==> src/rtl/countone_deadlock_reporter_if.sv <==
// Report channel of the countone deadlock reporter: one valid/ready beat that carries
// the info snapshot and the start cycle of the deadlocked run.
interface countone_deadlock_reporter_if #(
    parameter int unsigned INFO_W = 1,
    parameter int unsigned CNT_W  = 32
);
    logic              rpt_valid;
    logic              rpt_ready;
    logic [INFO_W-1:0] rpt_info;
    logic [CNT_W-1:0]  rpt_cycle;

    modport master (
        output rpt_valid,
        input  rpt_ready,
        output rpt_info,
        output rpt_cycle
    );

    modport slave (
        input  rpt_valid,
        output rpt_ready,
        input  rpt_info,
        input  rpt_cycle
    );
endinterface

==> src/rtl/countone_deadlock_reporter.sv <==
// Filters transient stalls from the countone monitor and emits one timestamped deadlock
// report per occurrence, holding a sticky deadlock flag until software clears it.
module countone_deadlock_reporter #(
    parameter int unsigned INFO_W    = 1,
    parameter int unsigned THRESHOLD = 16,
    parameter int unsigned CNT_W     = 32
) (
    input  logic                        clock,
    input  logic                        reset,
    input  logic                        block,
    input  logic [INFO_W-1:0]           axis_block_info,
    input  logic                        clear,
    countone_deadlock_reporter_if.master rpt,
    output logic                        deadlock,
    output logic [1:0]                  state_dbg
);
    localparam int unsigned RUN_W = $clog2(THRESHOLD + 1);

    typedef enum logic [1:0] {
        IDLE    = 2'd0,
        ARMING  = 2'd1,
        REPORT  = 2'd2,
        LATCHED = 2'd3
    } state_e;

    state_e            state_q;
    logic [CNT_W-1:0]  cyc_q;
    logic [CNT_W-1:0]  cyc_d;
    logic [CNT_W-1:0]  start_q;
    logic [RUN_W-1:0]  run_q;
    logic [RUN_W-1:0]  run_d;
    logic [INFO_W-1:0] snap_q;
    logic              rpt_valid_q;
    logic [INFO_W-1:0] rpt_info_q;
    logic [CNT_W-1:0]  rpt_cycle_q;
    logic              deadlock_q;

    always_comb begin
        cyc_d = cyc_q + CNT_W'(1);
        run_d = run_q + RUN_W'(1);
    end

    always_ff @(posedge clock) begin
        if (reset) begin
            state_q     <= IDLE;
            cyc_q       <= '0;
            start_q     <= '0;
            run_q       <= '0;
            snap_q      <= '0;
            rpt_valid_q <= 1'b0;
            rpt_info_q  <= '0;
            rpt_cycle_q <= '0;
            deadlock_q  <= 1'b0;
        end else begin
            cyc_q <= cyc_d;
            // clear re-arms from any state; a block sampled on this edge is dropped
            if (clear) begin
                state_q     <= IDLE;
                run_q       <= '0;
                rpt_valid_q <= 1'b0;
                deadlock_q  <= 1'b0;
            end else begin
                case (state_q)
                    IDLE: begin
                        if (block) begin
                            if (THRESHOLD == 1) begin
                                state_q     <= REPORT;
                                rpt_valid_q <= 1'b1;
                                rpt_info_q  <= axis_block_info;
                                rpt_cycle_q <= cyc_q;
                                deadlock_q  <= 1'b1;
                            end else begin
                                state_q <= ARMING;
                                run_q   <= RUN_W'(1);
                                snap_q  <= axis_block_info;
                                start_q <= cyc_q;
                            end
                        end
                    end
                    ARMING: begin
                        if (!block) begin
                            state_q <= IDLE;
                            run_q   <= '0;
                        end else if (axis_block_info != snap_q) begin
                            // different blocked channel: the run starts over here
                            run_q   <= RUN_W'(1);
                            snap_q  <= axis_block_info;
                            start_q <= cyc_q;
                        end else if (run_d == RUN_W'(THRESHOLD)) begin
                            state_q     <= REPORT;
                            run_q       <= '0;
                            rpt_valid_q <= 1'b1;
                            rpt_info_q  <= snap_q;
                            rpt_cycle_q <= start_q;
                            deadlock_q  <= 1'b1;
                        end else begin
                            run_q <= run_d;
                        end
                    end
                    REPORT: begin
                        if (rpt.rpt_ready) begin
                            state_q     <= LATCHED;
                            rpt_valid_q <= 1'b0;
                        end
                    end
                    LATCHED: begin
                        state_q <= LATCHED;
                    end
                    default: begin
                        state_q <= IDLE;
                    end
                endcase
            end
        end
    end

    assign rpt.rpt_valid = rpt_valid_q;
    assign rpt.rpt_info  = rpt_info_q;
    assign rpt.rpt_cycle = rpt_cycle_q;
    assign deadlock      = deadlock_q;
    assign state_dbg     = state_q;

endmodule

==> src/flat_wrapper.sv <==
// flat-port wrapper written by rule: the top's interface ports become plain ports
module countone_deadlock_reporter_flat 
#(
    parameter int unsigned INFO_W    = 1,
    parameter int unsigned THRESHOLD = 16,
    parameter int unsigned CNT_W     = 32
)
  (clock, reset, block, axis_block_info, clear, deadlock, state_dbg, rpt_rpt_valid, rpt_rpt_ready, rpt_rpt_info, rpt_rpt_cycle);
  countone_deadlock_reporter_if #(.INFO_W(INFO_W), .CNT_W(CNT_W)) rpt_i ();
  input  logic clock;
  input  logic reset;
  input  logic block;
  input  logic [INFO_W-1:0] axis_block_info;
  input  logic clear;
  output logic deadlock;
  output logic [1:0] state_dbg;
  output wire logic [$bits(rpt_i.rpt_valid)-1:0] rpt_rpt_valid;
  input wire logic [$bits(rpt_i.rpt_ready)-1:0] rpt_rpt_ready;
  output wire logic [$bits(rpt_i.rpt_info)-1:0] rpt_rpt_info;
  output wire logic [$bits(rpt_i.rpt_cycle)-1:0] rpt_rpt_cycle;
  assign rpt_rpt_valid = rpt_i.rpt_valid;
  assign rpt_i.rpt_ready = rpt_rpt_ready;
  assign rpt_rpt_info = rpt_i.rpt_info;
  assign rpt_rpt_cycle = rpt_i.rpt_cycle;
  countone_deadlock_reporter #(.INFO_W(INFO_W), .THRESHOLD(THRESHOLD), .CNT_W(CNT_W)) u_core (.clock(clock), .reset(reset), .block(block), .axis_block_info(axis_block_info), .clear(clear), .rpt(rpt_i), .deadlock(deadlock), .state_dbg(state_dbg));
endmodule
==> config.mk <==
export PLATFORM = sky130hd
export DESIGN_NAME = countone_deadlock_reporter_flat
export DESIGN_NICKNAME = d
export VERILOG_FILES = /design/src/rtl/countone_deadlock_reporter_if.sv /design/src/rtl/countone_deadlock_reporter.sv /design/src/flat_wrapper.sv
export SDC_FILE = /design/constraint.sdc
export NUM_CORES = 1
export LEC_CHECK = 0
export CAP_MARGIN = 20
export CELL_PAD_IN_SITES_DETAIL_PLACEMENT = 1
export CELL_PAD_IN_SITES_GLOBAL_PLACEMENT = 2
export CORE_ASPECT_RATIO = 0.7
export CORE_MARGIN = 2
export CORE_UTILIZATION = 35
export CTS_BUF_LIST = sky130_fd_sc_hd__clkbuf_16
export DETAILED_ROUTE_END_ITERATION = 6
export PLACE_DENSITY_LB_ADDON = 0.08
export SLEW_MARGIN = 20
export SYNTH_ARGS = -nofsm -noshare
export SYNTH_HDL_FRONTEND = slang
export SYNTH_SLANG_ARGS = --single-unit
==> constraint.sdc <==
create_clock -name clock -period 2.5 [get_ports clock]
set_input_delay 0.5 -clock clock [delete_from_list [all_inputs] [get_ports clock]]
set_output_delay 0.5 -clock clock [all_outputs]
set_load 0.005 [all_outputs]
==> results of run 1 <==
## path summary, 6_finish.rpt
check	start	end	slack [ns]	depth (start not counted)
setup / recovery	u_core.cyc_q[3]	u_core.cyc_q[27]	0.37	4
hold / removal	u_core.deadlock	u_core.deadlock	0.47	1
setup reg to reg	u_core.cyc_q[3]	u_core.cyc_q[27]	0.37	4
hold reg to reg	u_core.deadlock	u_core.deadlock	0.47	1
## synth_stat cells (4+ instances only)
library cell  count  share of area, %
nor2_1           51               4.4
o21ai_0          42               4.8
dfxtp_1         107                49
nor4_1            5              0.72
xor2_1            5               1.0
a21oi_1          54               6.2
and2_1            5              0.72
and4_1            4              0.80
or3_1             4              0.57
nor2b_1           4              0.57
mux2i_1          32               7.3
clkbuf_1         27               2.3
nand3_1          44               5.0
inv_1             6              0.52
nand2_1          19               1.6
nand4_1          11               1.6
o31ai_1          12               2.1
or4_1            11               1.9
xnor2_1           7               1.4
## layer usage
layer | GRT usage (%) | vias up | routed length, um
li1 | - | 1840 | -
met1 | 28.3 | 1824 | 6290
met2 | 24.8 | 53 | 4530
met3 | 3.86 | 14 | 429
met4 | 5.63 | 0 | 147
met5 | 0 | - | 0
## registers in the layout (all words and copies together), names as in the netlist
| signal | cells |
|---|---|
| u_core.state_dbg | 2 |
| u_core.rpt.rpt_valid | 1 |
| u_core.rpt.rpt_info | 1 |
| u_core.snap_q | 1 |
| u_core.run_q | 5 |
| u_core.start_q | 32 |
| u_core.rpt.rpt_cycle | 32 |
| u_core.cyc_q | 32 |
| u_core.deadlock | 1 |
## layout by cell type, fill, tap and decap left out, drive strengths merged, types with 5 or more instances in the layout
cell type	n
clkbuf	9
xnor2	7
inv	7
and4	5
dfxtp	107
mux2i	32
nor2	51
nand3	44
buf	14
xor2	5
or4	12
o31ai	12
nand4	12
clkdlybuf4s50	41
or3	7
and2	5
a21oi	54
nor4	5
nand2	19
o21ai	42
## metrics by stage
stage / cells / cell area, sq um / hold WS [ns]
2_1_floorplan: 490 / 4370 / 0.437
3_3_place_gp: 674 / 5000 / 0.453
3_5_place_dp: 674 / 5000 / 0.456
4_1_cts: 690 / 5300 / 0.474
5_1_grt: 690 / 5300 / 0.494
6_report: 690 / 5300 / 0.468
## where the power goes
part           internal [mW]  switching (mW)
Sequential              1.71         0.00945
Combinational         0.0434          0.0675
Clock                  0.774           0.654
Total                   2.53           0.731
## logic make-up (layout without fill, tap and decap cells)
| logic type | after synthesis | in the layout |
|---|---|---|
| flip-flops | 107 | 107 |
| AND/OR/NAND/NOR | 175 | 175 |
| AO/OA/AOI/OAI | 121 | 121 |
| adder cells (fa/ha/maj) | 2 | 2 |
| buffers and inverters | 39 | 77 |
| XOR/XNOR | 12 | 12 |
| multiplexers | 34 | 34 |
## layout make-up
class	count	area [sq um]
inverters	6	22.5
repair buffers	55	551
clock inverters	7	67.6
well taps	162	203
fillers	1426	7000
multi-input cells	344	2090
clock buffers	9	225
flip-flops and latches	107	2140
==> flow_metrics.env, run 1 <==
export IMPL_ys_dominant_reg_cell="dfxtp_1"
export IMPL_cts_setup_buffers=0
export IMPL_grt_max_degree=46
export IMPL_async_flop_share_pct=0
export IMPL_fp_row_count=34
export IMPL_ys_warn_count=0
export IMPL_synth_mux_area_share_pct=7.85
export IMPL_syn2layout_area_growth_pct=21.3
export IMPL_n_antenna_cell=0
export IMPL_yosysSeqAreaShare_pct=49.1
export IMPL_synth_edf_count=0
export IMPL_initial_core_util_pct=35.5
export IMPL_setup_tns_ns=0
export IMPL_cts_tree="built"
export IMPL_synth_top_family_by_area="simple AND/OR/NAND/NOR gates"
export IMPL_clock_sinks=107
export IMPL_ys_types=45
export IMPL_arrival_ns=2.41
export IMPL_synth_xor_area_share_pct=2.41
export IMPL_p_total_mw=3.26
export IMPL_die_x_um=138
export IMPL_crit_fanout=14
export IMPL_power_density_nw_per_um2=615
export IMPL_critPathCaptureType="flop"
export IMPL_critPathBufInv=0
export IMPL_synth_compound_area_share_pct=15.4
export IMPL_totalWireLength_um=11400
export IMPL_path_cells="nand4_4, or4_4, or4_1, a21oi_1"
export IMPL_die_h_um=97.5
export IMPL_clk_latency_ns=0.35
export IMPL_grtUsageTotal_pct=18.2
export IMPL_cts_resized_gates=0
export IMPL_vias=3731
export IMPL_io_pins=43
export IMPL_wl_per_cell_um=16.5
export IMPL_fin_crit_sh_pct=85.2
export IMPL_grt_pass1_vias=3618
export IMPL_grt_pass1_wl_um=19200
export IMPL_drt_iter0_markers=163
export IMPL_finalHoldViolations=0
export IMPL_final_nets=531
export IMPL_synth_seq_cells=107
export IMPL_grt_setup_unrepaired="no"
export IMPL_clk_pin_slew_ns=0.07
export IMPL_maxSlewViolCount=0
export IMPL_h_tree_depth=3
export IMPL_synthesis_nets=498
export IMPL_crit_type="reg -> reg"
export IMPL_post_route_util_pct=43.1
export IMPL_drt_vias_per_instance=5.41
export IMPL_cap_violations=0
export IMPL_cpPeakStageDelay_ns=0.68
export IMPL_antenna_found_initial=0
export IMPL_drive_above_1_share_pct=7.77
export IMPL_core_sq_um=12300
export IMPL_status="completed"
export IMPL_period_needed_ns=2.13
export IMPL_hp_class="reg -> reg"
export IMPL_cp_required_ns=2.78
export IMPL_worstMarginPinSlew_ns=0.680
export IMPL_max_freq_ghz=0.469
export IMPL_overflow=0
export IMPL_path_delay_family="simple AND/OR/NAND/NOR gates"
export IMPL_dr_pass1_iters=4
export IMPL_start_kind="flop"
export IMPL_peakVddDrop_v=0.000337
export IMPL_syn_area_sq_um=4370
export IMPL_die_area_sq_um=13400
export IMPL_finClkSkew_ns=0.00708
export IMPL_synth_fa_ha_area_share_pct=0.573
export IMPL_synth_simple_area_share_pct=21.1
export IMPL_drc=0
export IMPL_finalSetupViolCount=0
export IMPL_hold_buffers=0
export IMPL_io_buffers=42
export IMPL_cts_max_path_buffers=2
export IMPL_place_gp_congestion=0.733
export IMPL_cts_buffers=9
export IMPL_syn_area_per_cell_sq_um=8.91
export IMPL_relSlewSlack_pct=54.7
export IMPL_route_antenna_remaining_nets=0
export IMPL_slowest_stage="or4_4"
export IMPL_hpwl_um=7990
export IMPL_p_leak_nw=1.70
export IMPL_dpl_worst_slack_ns=0.194
export IMPL_cts_root_buf="clkbuf_16"
export IMPL_worst_slack_ns=0.369
export IMPL_synthCells=490
(Power assumes the default switching activity.)
==> run 2, diff against run 1 <==
--- a/config.mk
+++ b/config.mk
@@ -5,7 +5,6 @@
 export SDC_FILE = /design/constraint.sdc
 export NUM_CORES = 1
 export LEC_CHECK = 0
-export CAP_MARGIN = 20
 export CELL_PAD_IN_SITES_DETAIL_PLACEMENT = 1
 export CELL_PAD_IN_SITES_GLOBAL_PLACEMENT = 2
 export CORE_ASPECT_RATIO = 0.7
@@ -13,8 +12,7 @@
 export CORE_UTILIZATION = 35
 export CTS_BUF_LIST = sky130_fd_sc_hd__clkbuf_16
 export DETAILED_ROUTE_END_ITERATION = 6
-export PLACE_DENSITY_LB_ADDON = 0.08
-export SLEW_MARGIN = 20
+export PLACE_DENSITY = 0.9
 export SYNTH_ARGS = -nofsm -noshare
 export SYNTH_HDL_FRONTEND = slang
 export SYNTH_SLANG_ARGS = --single-unit
==> run 2 against run 1 <==
Effect of this change:
- global-route usage decreased by 0.52 points
- fmax decreased by 1.5%
- sequential cell count unchanged
- largest power group unchanged
==> flow_metrics.env, run 2 (synthesis gave the netlist of run 1 again) <==
export IMPL_status="completed"
export IMPL_clk_latency_ns=0.35
export IMPL_grt_pass1_vias=3681
export IMPL_final_common_cell="dfxtp_1"
export IMPL_cts_max_path_buffers=2
export IMPL_finalHoldViolations=0
export IMPL_clk_pin_slew_ns=0.07
export IMPL_p_total_mw=3.23
export IMPL_cap_violations=0
export IMPL_drc=0
export IMPL_cts_tree="built"
export IMPL_wl_per_cell_um=16.3
export IMPL_drt_vias_per_instance=5.37
export IMPL_io_pins=43
export IMPL_h_tree_depth=3
export IMPL_crit_fanout=14
export IMPL_gr_usage_met2_pct=25.2
export IMPL_grtUsageTotal_pct=17.7
export IMPL_post_route_util_pct=42.9
export IMPL_clkPwrFrac_pct=43.5
export IMPL_layout_common_cells="dfxtp_1, a21oi_1, nor2_1"
export IMPL_fin_hold_ws_ns=0.471
export IMPL_grt_busiest_layer="met1"
export IMPL_grt_pass1_wl_um=18900
export IMPL_die_area_sq_um=13400
export IMPL_vias=3692
export IMPL_maxSlewViolCount=0
export IMPL_fin_crit_sh_pct=86.5
export IMPL_clock_sinks=107
export IMPL_p_leak_nw=1.69
export IMPL_fp_row_count=34
export IMPL_dr_pass1_iters=4
export IMPL_fillers=1398
export IMPL_cp_required_ns=2.76
export IMPL_place_gp_congestion=0.766
export IMPL_power_share_combinational_pct=3.2
export IMPL_cts_resized_gates=0
export IMPL_max_freq_ghz=0.462
export IMPL_cts_setup_buffers=0
export IMPL_totalWireLength_um=11200
export IMPL_period_needed_ns=2.16
export IMPL_n_antenna_cell=0
export IMPL_hp_class="reg -> reg"
export IMPL_register_area_sq_um=2140
export IMPL_worstMarginPinSlew_ns=0.993
export IMPL_cts_root_buf="clkbuf_16"
export IMPL_initial_core_util_pct=35.5
export IMPL_multi_input_area_sq_um=2090
export IMPL_use_met3_pct=4.17
export IMPL_cts_buffers=9
export IMPL_antenna_found_initial=0
export IMPL_peakVddDrop_v=0.000345
export IMPL_route_antenna_remaining_nets=0
export IMPL_die_x_um=138
export IMPL_final_nets=529
export IMPL_grt_setup_unrepaired="no"
export IMPL_p_sw_mw=0.710
export IMPL_io_buffers=42
export IMPL_finalSetupViolCount=0
export IMPL_relSlewSlack_pct=33.8
export IMPL_dp_cells=672
export IMPL_die_h_um=97.5
export IMPL_power_density_nw_per_um2=613
export IMPL_swShare_pct=22.0
export IMPL_critPathCaptureType="flop"
export IMPL_grt_max_degree=51
export IMPL_fin_cells=687
export IMPL_hold_buffers=0
export IMPL_overflow=0
export IMPL_syn2layout_area_growth_pct=20.8
export IMPL_p_seq_share_pct=53.3
export IMPL_hpwl_um=7600
export IMPL_drive_above_1_share_pct=7.05
export IMPL_arrival_ns=2.43
export IMPL_start_kind="flop"
export IMPL_setup_tns_ns=0
export IMPL_grt_met1_usage_pct=26.6
export IMPL_reg2reg_slack_ns=0.34
export IMPL_crit_type="reg -> reg"
export IMPL_finClkSkew_ns=0.00963
export IMPL_core_sq_um=12300
export IMPL_drt_iter0_markers=138
export IMPL_p_int_mw=2.52
run 2: changes by cell type in the layout (fill, tap and decap cells not counted):
cell / delta
buf_4: -2
clkinv_1: +1
clkinv_2: -2
clkinvlp_4: -1
inv_6: +1
run 2: area by class of cell:
type	count	share of cell area, %
Inverter	6	0.427
Timing Repair Buffer	53	10.1
Clock buffer	9	4.27
Clock inverter	6	1.19
Sequential cell	107	40.6
Tap cell	162	3.84
Multi-Input combinational cell	344	39.5
run 2: path summary, 6_finish.rpt:
kind / startpoint / to / cells past startpoint
max: u_core.cyc_q[2] / u_core.cyc_q[29] / 4
min: u_core.start_q[8] / u_core.rpt.rpt_cycle[8] / 2
min reg2reg: u_core.start_q[8] / u_core.rpt.rpt_cycle[8] / 2
max reg2reg: u_core.cyc_q[2] / u_core.cyc_q[29] / 4
run 2: critical path: stages, from the launching register on:
cell and delay [ns]:
dfxtp_1 0.50, nand4_4 0.22, or4_4 0.68, or4_1 0.54
a21oi_1 0.15
run 2: power by group through the flow:
stage / sequential [mW] / combinational (mW) / clock, mW
3_5_place_dp: 1.76 / 0.103 / 0
4_1_cts: 1.72 / 0.104 / 1.44
2_1_floorplan: 1.76 / 0.0690 / 0
3_3_place_gp: 1.76 / 0.101 / 0
5_1_grt: 1.72 / 0.113 / 1.52
6_report: 1.72 / 0.103 / 1.41
run 2: per-layer routing:
metal,routed length (um),up-vias
met5,0,-
met4,79,0
met3,378,5
met2,4730,52
met1,5980,1804
li1,-,1831
run 2: through the flow:
step / cell area [sq um] / worst slack, ns
after global placement: 4990 / 0.216
final: 5280 / 0.337
after global routing: 5280 / 0.178
after CTS: 5280 / 0.325
after detailed placement: 4990 / 0.202
after floorplan: 4370 / 0.508
==> run 3, diff against run 2 <==
--- a/config.mk
+++ b/config.mk
@@ -13,6 +13,7 @@
 export CTS_BUF_LIST = sky130_fd_sc_hd__clkbuf_16
 export DETAILED_ROUTE_END_ITERATION = 6
 export PLACE_DENSITY = 0.9
+export SLEW_MARGIN = 20
 export SYNTH_ARGS = -nofsm -noshare
 export SYNTH_HDL_FRONTEND = slang
 export SYNTH_SLANG_ARGS = --single-unit
==> results of run 3 <==
Same layout as run 2: the final DEF is identical, and so are final timing and power.
